`src/rtl/dp_mem_responder.sv`:
```
// Memory-side responder. It arbitrates instruction fetch against data access,
// drives a single word-wide RAM port, and returns one-cycle ihit/dhit pulses
// with registered load data. It also handles halt/flush and RAM timeouts.
module dp_mem_responder #(
    parameter int unsigned TIMEOUT = 255,
    parameter bit          D_FIRST = 1'b1
) (
    input  logic        CLK,
    input  logic        nRST,
    input  logic        imemREN,
    input  logic [31:0] imemaddr,
    output logic        ihit,
    output logic [31:0] imemload,
    input  logic        dmemREN,
    input  logic        dmemWEN,
    input  logic [31:0] dmemaddr,
    input  logic [31:0] dmemstore,
    output logic        dhit,
    output logic [31:0] dmemload,
    input  logic        halt,
    output logic        flushed,
    output logic        ramREN,
    output logic        ramWEN,
    output logic [31:0] ramaddr,
    output logic [31:0] ramstore,
    input  logic [31:0] ramload,
    input  logic        ram_ready,
    output logic        ram_err
);

    localparam int unsigned CNT_W = (TIMEOUT > 255) ? $clog2(TIMEOUT + 1) : 8;
    localparam bit          TO_EN = (TIMEOUT != 0);
    localparam logic [CNT_W-1:0] CNT_LAST = CNT_W'((TIMEOUT == 0) ? 0 : TIMEOUT - 1);

    typedef enum logic [1:0] {
        IDLE   = 2'd0,
        ACCESS = 2'd1,
        RESP   = 2'd2,
        HALTED = 2'd3
    } state_t;

    state_t             state_q,    state_d;
    logic               is_d_q,     is_d_d;
    logic [CNT_W-1:0]   cnt_q,      cnt_d;
    logic               ihit_q,     ihit_d;
    logic               dhit_q,     dhit_d;
    logic               ramren_q,   ramren_d;
    logic               ramwen_q,   ramwen_d;
    logic [31:0]        ramaddr_q,  ramaddr_d;
    logic [31:0]        ramstore_q, ramstore_d;
    logic [31:0]        imemload_q, imemload_d;
    logic [31:0]        dmemload_q, dmemload_d;
    logic               flushed_q,  flushed_d;
    logic               ram_err_q,  ram_err_d;

    logic               d_req;
    logic               pick_d;

    assign d_req  = dmemREN | dmemWEN;
    // Data wins a tie when D_FIRST is set; otherwise only when no fetch is pending.
    assign pick_d = d_req & (D_FIRST | ~imemREN);

    // State and datapath registers; reset drops any in-flight access at once.
    always_ff @(posedge CLK or posedge nRST) begin
        if (nRST) begin
            state_q    <= IDLE;
            is_d_q     <= 1'b0;
            cnt_q      <= '0;
            ihit_q     <= 1'b0;
            dhit_q     <= 1'b0;
            ramren_q   <= 1'b0;
            ramwen_q   <= 1'b0;
            ramaddr_q  <= '0;
            ramstore_q <= '0;
            imemload_q <= '0;
            dmemload_q <= '0;
            flushed_q  <= 1'b0;
            ram_err_q  <= 1'b0;
        end else begin
            state_q    <= state_d;
            is_d_q     <= is_d_d;
            cnt_q      <= cnt_d;
            ihit_q     <= ihit_d;
            dhit_q     <= dhit_d;
            ramren_q   <= ramren_d;
            ramwen_q   <= ramwen_d;
            ramaddr_q  <= ramaddr_d;
            ramstore_q <= ramstore_d;
            imemload_q <= imemload_d;
            dmemload_q <= dmemload_d;
            flushed_q  <= flushed_d;
            ram_err_q  <= ram_err_d;
        end
    end

    // Next-state and next-output logic; hit pulses default low so they last one cycle.
    always_comb begin
        state_d    = state_q;
        is_d_d     = is_d_q;
        cnt_d      = cnt_q;
        ihit_d     = 1'b0;
        dhit_d     = 1'b0;
        ramren_d   = ramren_q;
        ramwen_d   = ramwen_q;
        ramaddr_d  = ramaddr_q;
        ramstore_d = ramstore_q;
        imemload_d = imemload_q;
        dmemload_d = dmemload_q;
        flushed_d  = flushed_q;
        ram_err_d  = ram_err_q;

        case (state_q)
            IDLE: begin
                if (halt) begin
                    state_d   = HALTED;
                    flushed_d = 1'b1;
                end else if (d_req || imemREN) begin
                    state_d = ACCESS;
                    cnt_d   = '0;
                    is_d_d  = pick_d;
                    if (pick_d) begin
                        ramwen_d   = dmemWEN;
                        ramren_d   = ~dmemWEN;
                        ramaddr_d  = dmemaddr;
                        ramstore_d = dmemstore;
                    end else begin
                        ramren_d  = 1'b1;
                        ramwen_d  = 1'b0;
                        ramaddr_d = imemaddr;
                    end
                end
            end

            ACCESS: begin
                if (ram_ready) begin
                    ramren_d = 1'b0;
                    ramwen_d = 1'b0;
                    if (!is_d_q) begin
                        imemload_d = ramload;
                    end else if (ramren_q) begin
                        dmemload_d = ramload;
                    end
                    ihit_d  = ~is_d_q;
                    dhit_d  = is_d_q;
                    state_d = RESP;
                end else if (TO_EN && (cnt_q == CNT_LAST)) begin
                    ramren_d  = 1'b0;
                    ramwen_d  = 1'b0;
                    ram_err_d = 1'b1;
                    state_d   = IDLE;
                end else begin
                    cnt_d = cnt_q + CNT_W'(1);
                end
            end

            RESP: begin
                state_d = IDLE;
            end

            HALTED: begin
                flushed_d = 1'b1;
                ramren_d  = 1'b0;
                ramwen_d  = 1'b0;
            end

            default: begin
                state_d = IDLE;
            end
        endcase
    end

    assign ihit     = ihit_q;
    assign dhit     = dhit_q;
    assign imemload = imemload_q;
    assign dmemload = dmemload_q;
    assign flushed  = flushed_q;
    assign ramREN   = ramren_q;
    assign ramWEN   = ramwen_q;
    assign ramaddr  = ramaddr_q;
    assign ramstore = ramstore_q;
    assign ram_err  = ram_err_q;

endmodule

```
`config.mk`:
```
export PLATFORM = sky130hd
export DESIGN_NAME = dp_mem_responder
export DESIGN_NICKNAME = d
export VERILOG_FILES = /design/src/rtl/dp_mem_responder.sv
export SDC_FILE = /design/constraint.sdc
export NUM_CORES = 1
export LEC_CHECK = 0
export ABC_CLOCK_PERIOD_IN_PS = 8600
export BUFFER_PORTS_ARGS = -buffer_cell sky130_fd_sc_hd__clkbuf_2
export CAP_MARGIN = 0
export CORE_UTILIZATION = 24
export CTS_CLUSTER_DIAMETER = 120
export DETAILED_ROUTE_END_ITERATION = 12
export PLACE_DENSITY = 0.53
export SKIP_CTS_REPAIR_TIMING = 1
export SLEW_MARGIN = 20
export SYNTH_ARGS = -nofsm -noshare
export SYNTH_HDL_FRONTEND = slang
export SYNTH_SLANG_ARGS = --single-unit
```
`constraint.sdc`:
```
create_clock -name CLK -period 8.6 [get_ports CLK]
set_clock_uncertainty 0.2 [all_clocks]
set_input_delay 0.43 -clock CLK [delete_from_list [all_inputs] [get_ports CLK]]
set_output_delay 0.43 -clock CLK [all_outputs]
set_load 0.01 [all_outputs]
```
## Yosys cells after proc, flatten, opt, wreduce, memory -nomap -nowiden

Cells that the tools add are included.
W data, S select, Z words.

| cells by class | value |
|---|---|
| $add $sub $neg | 1 |
| equal/unequal tests | 11 |
| multiplexer cells | 27 |
| bitwise gates (word level) | 5 |
| reductions and logical operators | 15 |

Operator list:

| operator | number |
|---|---|
| $mux W32 | 1 |
| $mux W8 | 4 |
| $pmux W8 S2 | 1 |
| $mux W1 | 13 |
| $reduce_and A3 Y1 | 4 |
| $reduce_and A4 Y1 | 3 |
| $ne A2 B2 Y1 const B | 5 |
| $add A8 B1 Y8 const B | 1 |
| $eq A8 B8 Y1 const B | 1 |
| $mux W2 | 4 |
| $ne A3 B3 Y1 const B | 2 |
| $pmux W1 S3 | 2 |
| $pmux W2 S3 | 1 |
| $reduce_bool A3 Y1 | 2 |
| $reduce_and A5 Y1 | 1 |
| $eq A2 B2 Y1 const B | 2 |
| $not A1 Y1 | 4 |
| $reduce_bool A2 Y1 | 2 |
| $eq A2 B1 Y1 const B | 1 |
| $logic_not A2 Y1 | 1 |
| $pmux W1 S2 | 1 |
| $reduce_and A2 Y1 | 1 |
| $logic_or A1 B1 Y1 | 1 |
| $or A1 B1 Y1 | 1 |

| storage, ports and cells | value |
|---|---|
| register bits after elaboration | 145 |
| input port bits | 135 |
| output and inout bits | 134 |
| word-level logic and storage cells | 72 |

## Logic depth before layout (Yosys ltp)

Gate-level depths: netlist (run 1).

| depth | value |
|---|---|
| word-level depth | 5 |
| mapped depth | 8 |
| mapped depth without buffers | 6 |

## Worst setup path before layout (run 1)

No wires, ideal clock.

| path | value |
|---|---|
| kind | register -> register |
| from | reg state_q[0] |
| to | reg ramstore_q[10], in the netlist ramstore[10] |
| setup time | 0.125 ns |
| arrival time | 1.759 ns |
| data required time | 8.275 ns |
| path slack | 6.516 ns |
| cell stages (with the launch flop) | 8 |
| buffers on the path | 2 |
| clock period less this slack | 2.084 ns |
| path through | dfrtp_1 inv_1 ha_1 nor2b_1 nor2b_1 buf_2 buf_2 mux2_2 |

| between the ends | value |
|---|---|
| cells in the longest elaborated chain, start to end | 2 |

RTL lines:

| what | RTL line | RTL |
|---|---|---|
| start, declared | 42 | `state_t state_q, state_d;` |
| start signal, assigned | 80 | `state_q <= state_d;` |
| $logic_not A2 Y1 | 112 | `case (state_q)` |
| $reduce_and A4 Y1 (no source line) | n/a |  |
| end signal, assigned | 88 | `ramstore_q <= ramstore_d;` |
| end, declared | 50 | `logic [31:0] ramstore_q, ramstore_d;` |

No other way between the ends.
A chain may end at the register's enable or synchronous reset.

## Worst setup path after layout (run 1)

| path | value |
|---|---|
| from | reg state_q[1] |
| to | reg ramstore_q[8], in the netlist ramstore[8] |

The elaborated chain is that of the path after synthesis.

==> results of run 1 <==
[final cells by class]
type                       count  area (um2)
inverter                       7        31.3
multi-input combinational    330        2270
tap                          324         405
sequential                   145        3630
timing repair buffer         272        1370
clock buffer                  18         439
clock inverter                12         209
fill                        2468       16100
[cells in the final DEF, fill, tap and decap left out, types with 4 or more instances in the layout]
cell	count
clkbuf_2	268
dfrtp_1	145
nand2_1	134
mux2_2	65
mux2i_1	34
o21ai_0	34
clkbuf_16	17
ha_1	7
nor3_1	6
inv_1	5
bufinv_16	5
a21oi_1	4
nor2_1	4
clkinv_4	4
buf_4	4
[cells by family (layout without fill, tap and decap cells)]
family                   after synthesis  in the layout  share of synthesized area (%)
AND/OR/NAND/NOR                      168            168                           11.9
flip-flops                           145            145                           60.4
multiplexers                         101            101                           18.3
AO/OA/AOI/OAI                         54             54                           5.62
buffers and inverters                 32            309                           2.27
adder cells (fa/ha/maj)                7              7                           1.46
[worst paths after layout]
check                                           end  depth (start not counted)  slack (ns)
max in group asynchronous  imemload[13]$_DFFE_PP0P_                          3        6.95
setup reg to reg            ramstore[8]$_DFFE_PP0P_                          5        5.83
hold / removal             imemload[18]$_DFFE_PP0P_                          2       -0.01
hold reg to reg            imemload[15]$_DFFE_PP0P_                          2        0.27
min in group CLK           imemload[18]$_DFFE_PP0P_                          3        0.02
setup / recovery            ramstore[8]$_DFFE_PP0P_                          5        5.83
[Yosys cell counts (2+ instances only)]
master,count,area [um2]
a21oi_1,4,20.0
mux2_4,2,30.0
nand2b_1,4,25.0
nand3_1,3,15.0
nand2_1,134,503
buf_2,12,60.1
a221o_1,3,30.0
o21ai_0,34,170
ha_1,7,87.6
nor3_1,6,30.0
clkbuf_1,11,41.3
and3_1,3,18.8
a21o_1,3,22.5
nor2b_1,4,25.0
dfrtp_1,145,3630
inv_1,7,26.3
mux2i_1,34,340
mux2_2,65,732
nor2_1,5,18.8
[worst max-delay path: stages (launching register included)]
cell and delay, ns:
dfrtp_1 0.41, inv_1 0.12, ha_1 0.26, nor2b_1 0.37
nor2b_4 0.83, mux2_2 0.42
[sequential cells by signal, indices dropped and copies added, names as in the netlist]
register,count
dhit,1
flushed,1
ramREN,1
dmemload,32
ram_err,1
imemload,32
ramWEN,1
is_d_q,1
ramstore,32
ihit,1
ramaddr,32
state_q,2
cnt_q,8
[per-layer routing]
metal	wire length (um)	up-vias
met3	926	15
li1	-	2251
met5	8	-
met1	6430	2191
met4	181	2
met2	8110	120
[power by group]
group	leakage (nW)	switching (mW)	total (mW)	internal, mW
sequential	1.80	0.158	1.14	0.985
clock	0.309	0.299	0.821	0.522
combinational	2.23	0.549	1.01	0.463
total	4.33	1.01	2.98	1.97
==> results.cfg, run 1 <==
[status]
status = complete, but fails checks
violations = negative hold slack

[timing]
hold_violations = 45
fin_tns_setup_ns = 0
max_freq_ghz = 0.361
rsz0062_at_grt = false
finalCriticalPeriod_ns = 2.77
tightest_slew_ns = 0.926
fin_ws_ns = 5.83
setup_viol = 0
slew_viol_final = 0
holdWs_ns = -0.0128
slew_headroom_pct = 38.1
fin_crit_sh_pct = 32.2

[critical_path]
arrival_ns = 2.87
critPathCaptureType = flip-flop
worstReg2RegStart = state_q[1]$_DFFE_PP0P_
crit_start = state_q[1]$_DFFE_PP0P_
required_ns = 8.70
cp-start-kind = flip-flop
cp_max_fo = 33
critical_path_class = reg2reg

[die]
core_mm2 = 0.0245
die_y_um = 160
die-width_um = 160
pin_count = 269
initial_utilization_pct = 24.6
rows = 57
die_area_mm2 = 0.0257

[detailed_routing]
first_iter_violations = 240
vias = 4579
ant_nets = 0
wire_per_inst_um = 14.1
totalWireLength_um = 15700
vias_per_cell = 4.13
drc = 0
firstDrtPassIters = 4

[placed_design]
place.gp.congestion = 0.741
dpl_worst_slack_ns = 5.87
place_inst = 1078
numPortBuffers = 268
dpl.hpwl_um = 11400
place_area_mm2 = 0.00770

[grt]
grt_use_met3_pct = 3.97
met1_usage_pct = 14.7
grt_use_met2_pct = 22.1
top_usage_layer = met2
grt_max_degree = 90
grt_antenna_before_repair = 1
track_usage_pct = 12.6
grt_pass1_wl_um = 25200
grt_pass1_vias = 4555
grt_overflow_total = 0

[clock_network]
cts-htree-levels = 4
path_clk_slew_ns = 0.06
clockRootBuffer = clkbuf_16
clkSinkCount = 145
clkLatencyLatePin_ns = 0.42
cts_buffer_depth = 2
cts_buffers = 17
tritoncts = yes

[power]
finalPower_mw = 2.98
p_leak_nw = 4.33
power_density_mw_per_mm2 = 356
vdd_ir_drop_max_mv = 0.119

[min_path]
hold_class = in2async

[cells_and_area]
layout-drive-gt1-share_pct = 48.3
syn_to_final_growth_pct = 39.0
design_area_mm2 = 0.00835
final_nets = 915
diodes = 0
finalCoreUtilization_pct = 34.1
stdcell_count = 1108

[run]
drv_cap = 0

[logic_synthesis]
dominantRegCellSynth = dfrtp_1
ys_ff_latch = 145
synth_nets = 649
yosysWarningCount = 0
syn-instance-count = 507
syn_area_per_cell_um2 = 11.9
synth-edff-count = 0
synth_cell_types = 40
async_flop_share_pct = 100
syn-cell-area_mm2 = 0.00601
ys_seq_area_share_pct = 60.4
(Power assumes the default switching activity.)
==> run 2: changes to the inputs <==
ABC_CLOCK_PERIOD_IN_PS = 2800   (was 8600)
clock period = 2.8 ns   (was 8.6 ns; I/O delays follow)
==> results.cfg, run 2 (synthesis gave the netlist of run 1 again) <==
[die]
pin_count = 269
initial_utilization_pct = 24.6
die_area_mm2 = 0.0257
die_y_um = 160
die-width_um = 160
core_mm2 = 0.0245
rows = 57

[grt]
grt_use_met2_pct = 22.7
grt_pass1_vias = 4665
grt_use_met3_pct = 3.32
grt_max_degree = 146
top_usage_layer = met2
met1_usage_pct = 14.9
track_usage_pct = 12.9
grt_antenna_before_repair = 0
grt_overflow_total = 0
grt_pass1_wl_um = 25700

[critical_path]
critPathSlowestCell = dfrtp_1
worstReg2RegStart = state_q[1]$_DFFE_PP0P_
r2r_cells = 6
cp_top_family = simple AND/OR/NAND/NOR gates
path_depth = 6
worstPathCellList = inv_1, ha_1, nor2b_1, nor2b_4, buf_4, mux2_2
r2r-end = ramstore[20]$_DFFE_PP0P_
arrival_ns = 2.54
crit_end = ramstore[20]$_DFFE_PP0P_
required_ns = 2.89
critPathCaptureType = flip-flop
rrSetupSlack_ns = 0.35
critical_path_class = reg2reg
critical-path-max-stage-delay_ns = 0.42
cp-start-kind = flip-flop
critical_path_buf_inv_count = 2
crit_start = state_q[1]$_DFFE_PP0P_
cp_max_fo = 33

[cells_and_area]
final_nets = 1049
syn_to_final_growth_pct = 60.2
final_cell_mix = 268 x clkbuf_2, 145 x dfrtp_1, 134 x nand2_1
fillers = 2393
diodes = 0
design_area_mm2 = 0.00962
final_common_cell = clkbuf_2
finalCoreUtilization_pct = 39.3
layout-drive-gt1-share_pct = 41.6

[clock_network]
cts_buffer_depth = 2
clkLatencyLatePin_ns = 0.41
clockRootBuffer = clkbuf_16
tritoncts = yes
cts-htree-levels = 4
path_clk_slew_ns = 0.06
cts_buffers = 17
clkSinkCount = 145

[min_path]
hp-start = dmemWEN
hold_class = in2reg

[timing]
hold_violations = 0
slew_viol_final = 0
rsz0062_at_grt = false
slew_headroom_pct = 45.8
fin_crit_sh_pct = 87.6
setup_viol = 0
max_freq_ghz = 0.408
tightest_slew_ns = 0.813
fin_tns_setup_ns = 0
finalCriticalPeriod_ns = 2.45

[placed_design]
place_area_mm2 = 0.00774
numPortBuffers = 268
place.gp.congestion = 0.733
dpl.hpwl_um = 11300

[detailed_routing]
vias_per_cell = 4.15
firstDrtPassIters = 4
ant_nets = 0
first_iter_violations = 198
wire_per_inst_um = 14.0
drc = 0
vias = 5154
totalWireLength_um = 17400

[power]
power_density_mw_per_mm2 = 943
vdd_ir_drop_max_mv = 0.391
p_leak_nw = 4.86

[run]
drv_cap = 0

[status]
status = complete, no violations
[run 2: cell types whose count changed in the layout (fill, tap and decap cells not counted), moves of 2 or more]
cell           before  now
bufinv_16           5    2
clkinv_2            0    4
dlygate4sd3_1       0  131
clkinv_4            4    1
buf_12              0    2
clkinvlp_4          2    7
[run 2: where the power goes]
group / internal (mW) / switching (mW) / leakage [nW]
Sequential: 3.03 / 0.491 / 1.80
Clock: 1.30 / 0.918 / 0.263
Combinational: 1.58 / 1.76 / 2.80
[run 2: worst min-delay path: stages]
cell and delay (ns):
clkbuf_2 0.14, nor3_1 0.19, mux2_4 0.16
[run 2: worst min path at each step]
stage,end,depth (start not counted)
3_5_place_dp,imemload[24]$_DFFE_PP0P_,3
2_1_floorplan,imemload[0]$_DFFE_PP0P_,2
5_1_grt,ramREN$_DFFE_PP0P_,3
3_3_place_gp,imemload[16]$_DFFE_PP0P_,3
6_report,ramREN$_DFFE_PP0P_,3
4_1_cts,imemload[24]$_DFFE_PP0P_,3
[run 2: through the flow]
step	std cells	hold slack, ns	total power, mW	setup WS [ns]
finish	1243	0.0521	9.08	0.347
CTS	1112	-0.299	9.07	0.333
floorplan	507	0.0454	5.31	0.641
detailed placement	1081	0.149	6.78	0.373
global route	1243	0.0491	9.70	0.196
global placement	1081	0.150	6.71	0.448
[run 2: area by class of cell]
type / instances / area (um2) / area share, %
clock buffers: 17 / 425 / 4.42
repair buffers: 406 / 2730 / 28.4
well taps: 324 / 405 / 4.21
flip-flops and latches: 145 / 3630 / 37.7
multi-input cells: 330 / 2260 / 23.5
inverters: 7 / 30.0 / 0.312
clock inverters: 14 / 143 / 1.48
[run 2: layer usage]
metal	up-vias	routed length [um]	part of all wire, %
li1	2530	-	-
met1	2479	7180	41
met2	125	9210	53
met3	20	674	3.9
met4	0	310	1.8
met5	-	0	0
==> run 3: changes to the inputs <==
ABC_CLOCK_PERIOD_IN_PS = 3000   (was 2800)
CTS_CLUSTER_DIAMETER = 80   (was 120)
clock period = 3 ns   (was 2.8 ns; I/O delays follow)
==> results.cfg, run 3 (synthesis gave the netlist of run 1 again) <==
[status]
status = complete, no violations

[power]
p_sw_mw = 2.97
vdd_ir_drop_max_mv = 0.340
p_int_mw = 5.64
p_leak_nw = 4.90
power_density_mw_per_mm2 = 889
pwr-share-comb_pct = 36.0
p_seq_share_pct = 38.1
finalPower_mw = 8.60
p_sw_share_pct = 34.5
clockPowerShare_pct = 25.8

[detailed_routing]
wl_met2_um = 9120
highest_layer = met4
drt-met1-wl_um = 6860
first_iter_violations = 191
route.met3.wl_um = 731
firstDrtPassIters = 4
totalWireLength_um = 17000
wire_per_inst_um = 13.7
ant_nets = 0
drc = 0
vias_per_cell = 4.13
vias = 5147

[clock_network]
cts_buffer_depth = 2
clkSinkCount = 145
cts_buffers = 17
tritoncts = yes
clockRootBuffer = clkbuf_16
cts-htree-levels = 4
clkLatencyLatePin_ns = 0.41
path_clk_slew_ns = 0.06

[die]
rows = 57
pin_count = 269
core_mm2 = 0.0245
die-width_um = 160
initial_utilization_pct = 24.6
die_area_mm2 = 0.0257
die_y_um = 160

[timing]
finalCriticalPeriod_ns = 2.40
tightest_slew_ns = 0.694
fin_tns_setup_ns = 0
setup_viol = 0
slew_headroom_pct = 53.7
hold_violations = 0
fin_crit_sh_pct = 80.0
rsz0062_at_grt = false
slew_viol_final = 0
max_freq_ghz = 0.417

[placed_design]
dpl.hpwl_um = 11500
place.gp.congestion = 0.727
numPortBuffers = 268

[critical_path]
cp_max_fo = 33
cp-start-kind = flip-flop
r2r-end = ramstore[30]$_DFFE_PP0P_
r2r_cells = 6
arrival_ns = 2.49
worstReg2RegStart = state_q[0]$_DFFE_PP0P_
required_ns = 3.09
rrSetupSlack_ns = 0.60
critical_path_class = reg2reg
critPathCaptureType = flip-flop

[grt]
grt_overflow_total = 0
track_usage_pct = 12.5
grt_pass1_vias = 4521
grt_antenna_before_repair = 0
grt_max_degree = 87
grt_pass1_wl_um = 24900

[run]
drv_cap = 0

[cells_and_area]
final_common_cell = clkbuf_2
final_nets = 1050
diodes = 0
syn_to_final_growth_pct = 61.1
layout-drive-gt1-share_pct = 41.6
final_cell_mix = 268 x clkbuf_2, 145 x dfrtp_1, 134 x nand2_1

[min_path]
holdPathEnd = ramREN$_DFFE_PP0P_
whs_path_depth = 3
hold_class = in2reg
hp-start = dmemWEN
run 3: changes by cell type in the layout (fill, tap and decap cells not counted), sizes merged:
cell / delta
bufinv: +1
clkbuf: +2
clkinv: -2
buf: +1
inv: +4
clkinvlp: -4
run 3: layer usage:
| metal | global-route usage (%) | vias up |
|---|---|---|
| met4 | 4.81 | 0 |
| met5 | 0 | - |
| met2 | 21.7 | 120 |
| met3 | 3.48 | 19 |
| li1 | - | 2529 |
| met1 | 14.6 | 2479 |
run 3: layout make-up:
type / count / area, um2
clock inverter: 13 / 174
multi-input combinational: 330 / 2260
timing repair buffer: 407 / 2740
inverter: 7 / 30.0
fill: 2379 / 14800
sequential: 145 / 3630
tap: 324 / 405
clock buffer: 19 / 443
run 3: per-stage QoR:
| step | setup WS (ns) | area, um2 | hold WS, ns | instances | util, % |
|---|---|---|---|---|---|
| 2_1_floorplan | 0.831 | 6010 | 0.0554 | 507 | - |
| 3_3_place_gp | 0.635 | 7750 | 0.0862 | 1082 | 31.7 |
| 3_5_place_dp | 0.591 | 7750 | 0.0851 | 1082 | 31.7 |
| 4_1_cts | 0.580 | 8370 | -0.354 | 1114 | 34.2 |
| 5_1_grt | 0.487 | 9680 | 0.0612 | 1245 | 39.6 |
| 6_report | 0.600 | 9680 | 0.0574 | 1245 | 39.6 |
run 3: worst max path at each step:
stage | cells past startpoint | end | slack, ns | start
after floorplan | 1 | cnt_q[0]$_DFFE_PP0P_ | 0.83 | nRST
after global placement | 6 | ramstore[30]$_DFFE_PP0P_ | 0.64 | state_q[0]$_DFFE_PP0P_
after detailed placement | 6 | ramstore[5]$_DFFE_PP0P_ | 0.59 | state_q[0]$_DFFE_PP0P_
after CTS | 6 | ramstore[5]$_DFFE_PP0P_ | 0.58 | state_q[0]$_DFFE_PP0P_
after global routing | 6 | ramstore[12]$_DFFE_PP0P_ | 0.49 | state_q[0]$_DFFE_PP0P_
final | 6 | ramstore[30]$_DFFE_PP0P_ | 0.60 | state_q[0]$_DFFE_PP0P_
run 3: critical path, cell delays in order (launching register included):
cell and delay, ns:
dfrtp_1 0.42, inv_1 0.11, ha_1 0.24, nor2b_1 0.31, nor2b_4 0.19, buf_4 0.38
mux2_2 0.40
run 3: power groups by stage:
stage               registers [mW]  clock network, mW  logic (mW)
finish                        3.28               2.22        3.10
global route                  3.41               2.39        3.41
CTS                           3.28               2.33        3.01
detailed placement            3.32                  0        3.00
global placement              3.30                  0        2.96
floorplan                     3.68                  0        1.28
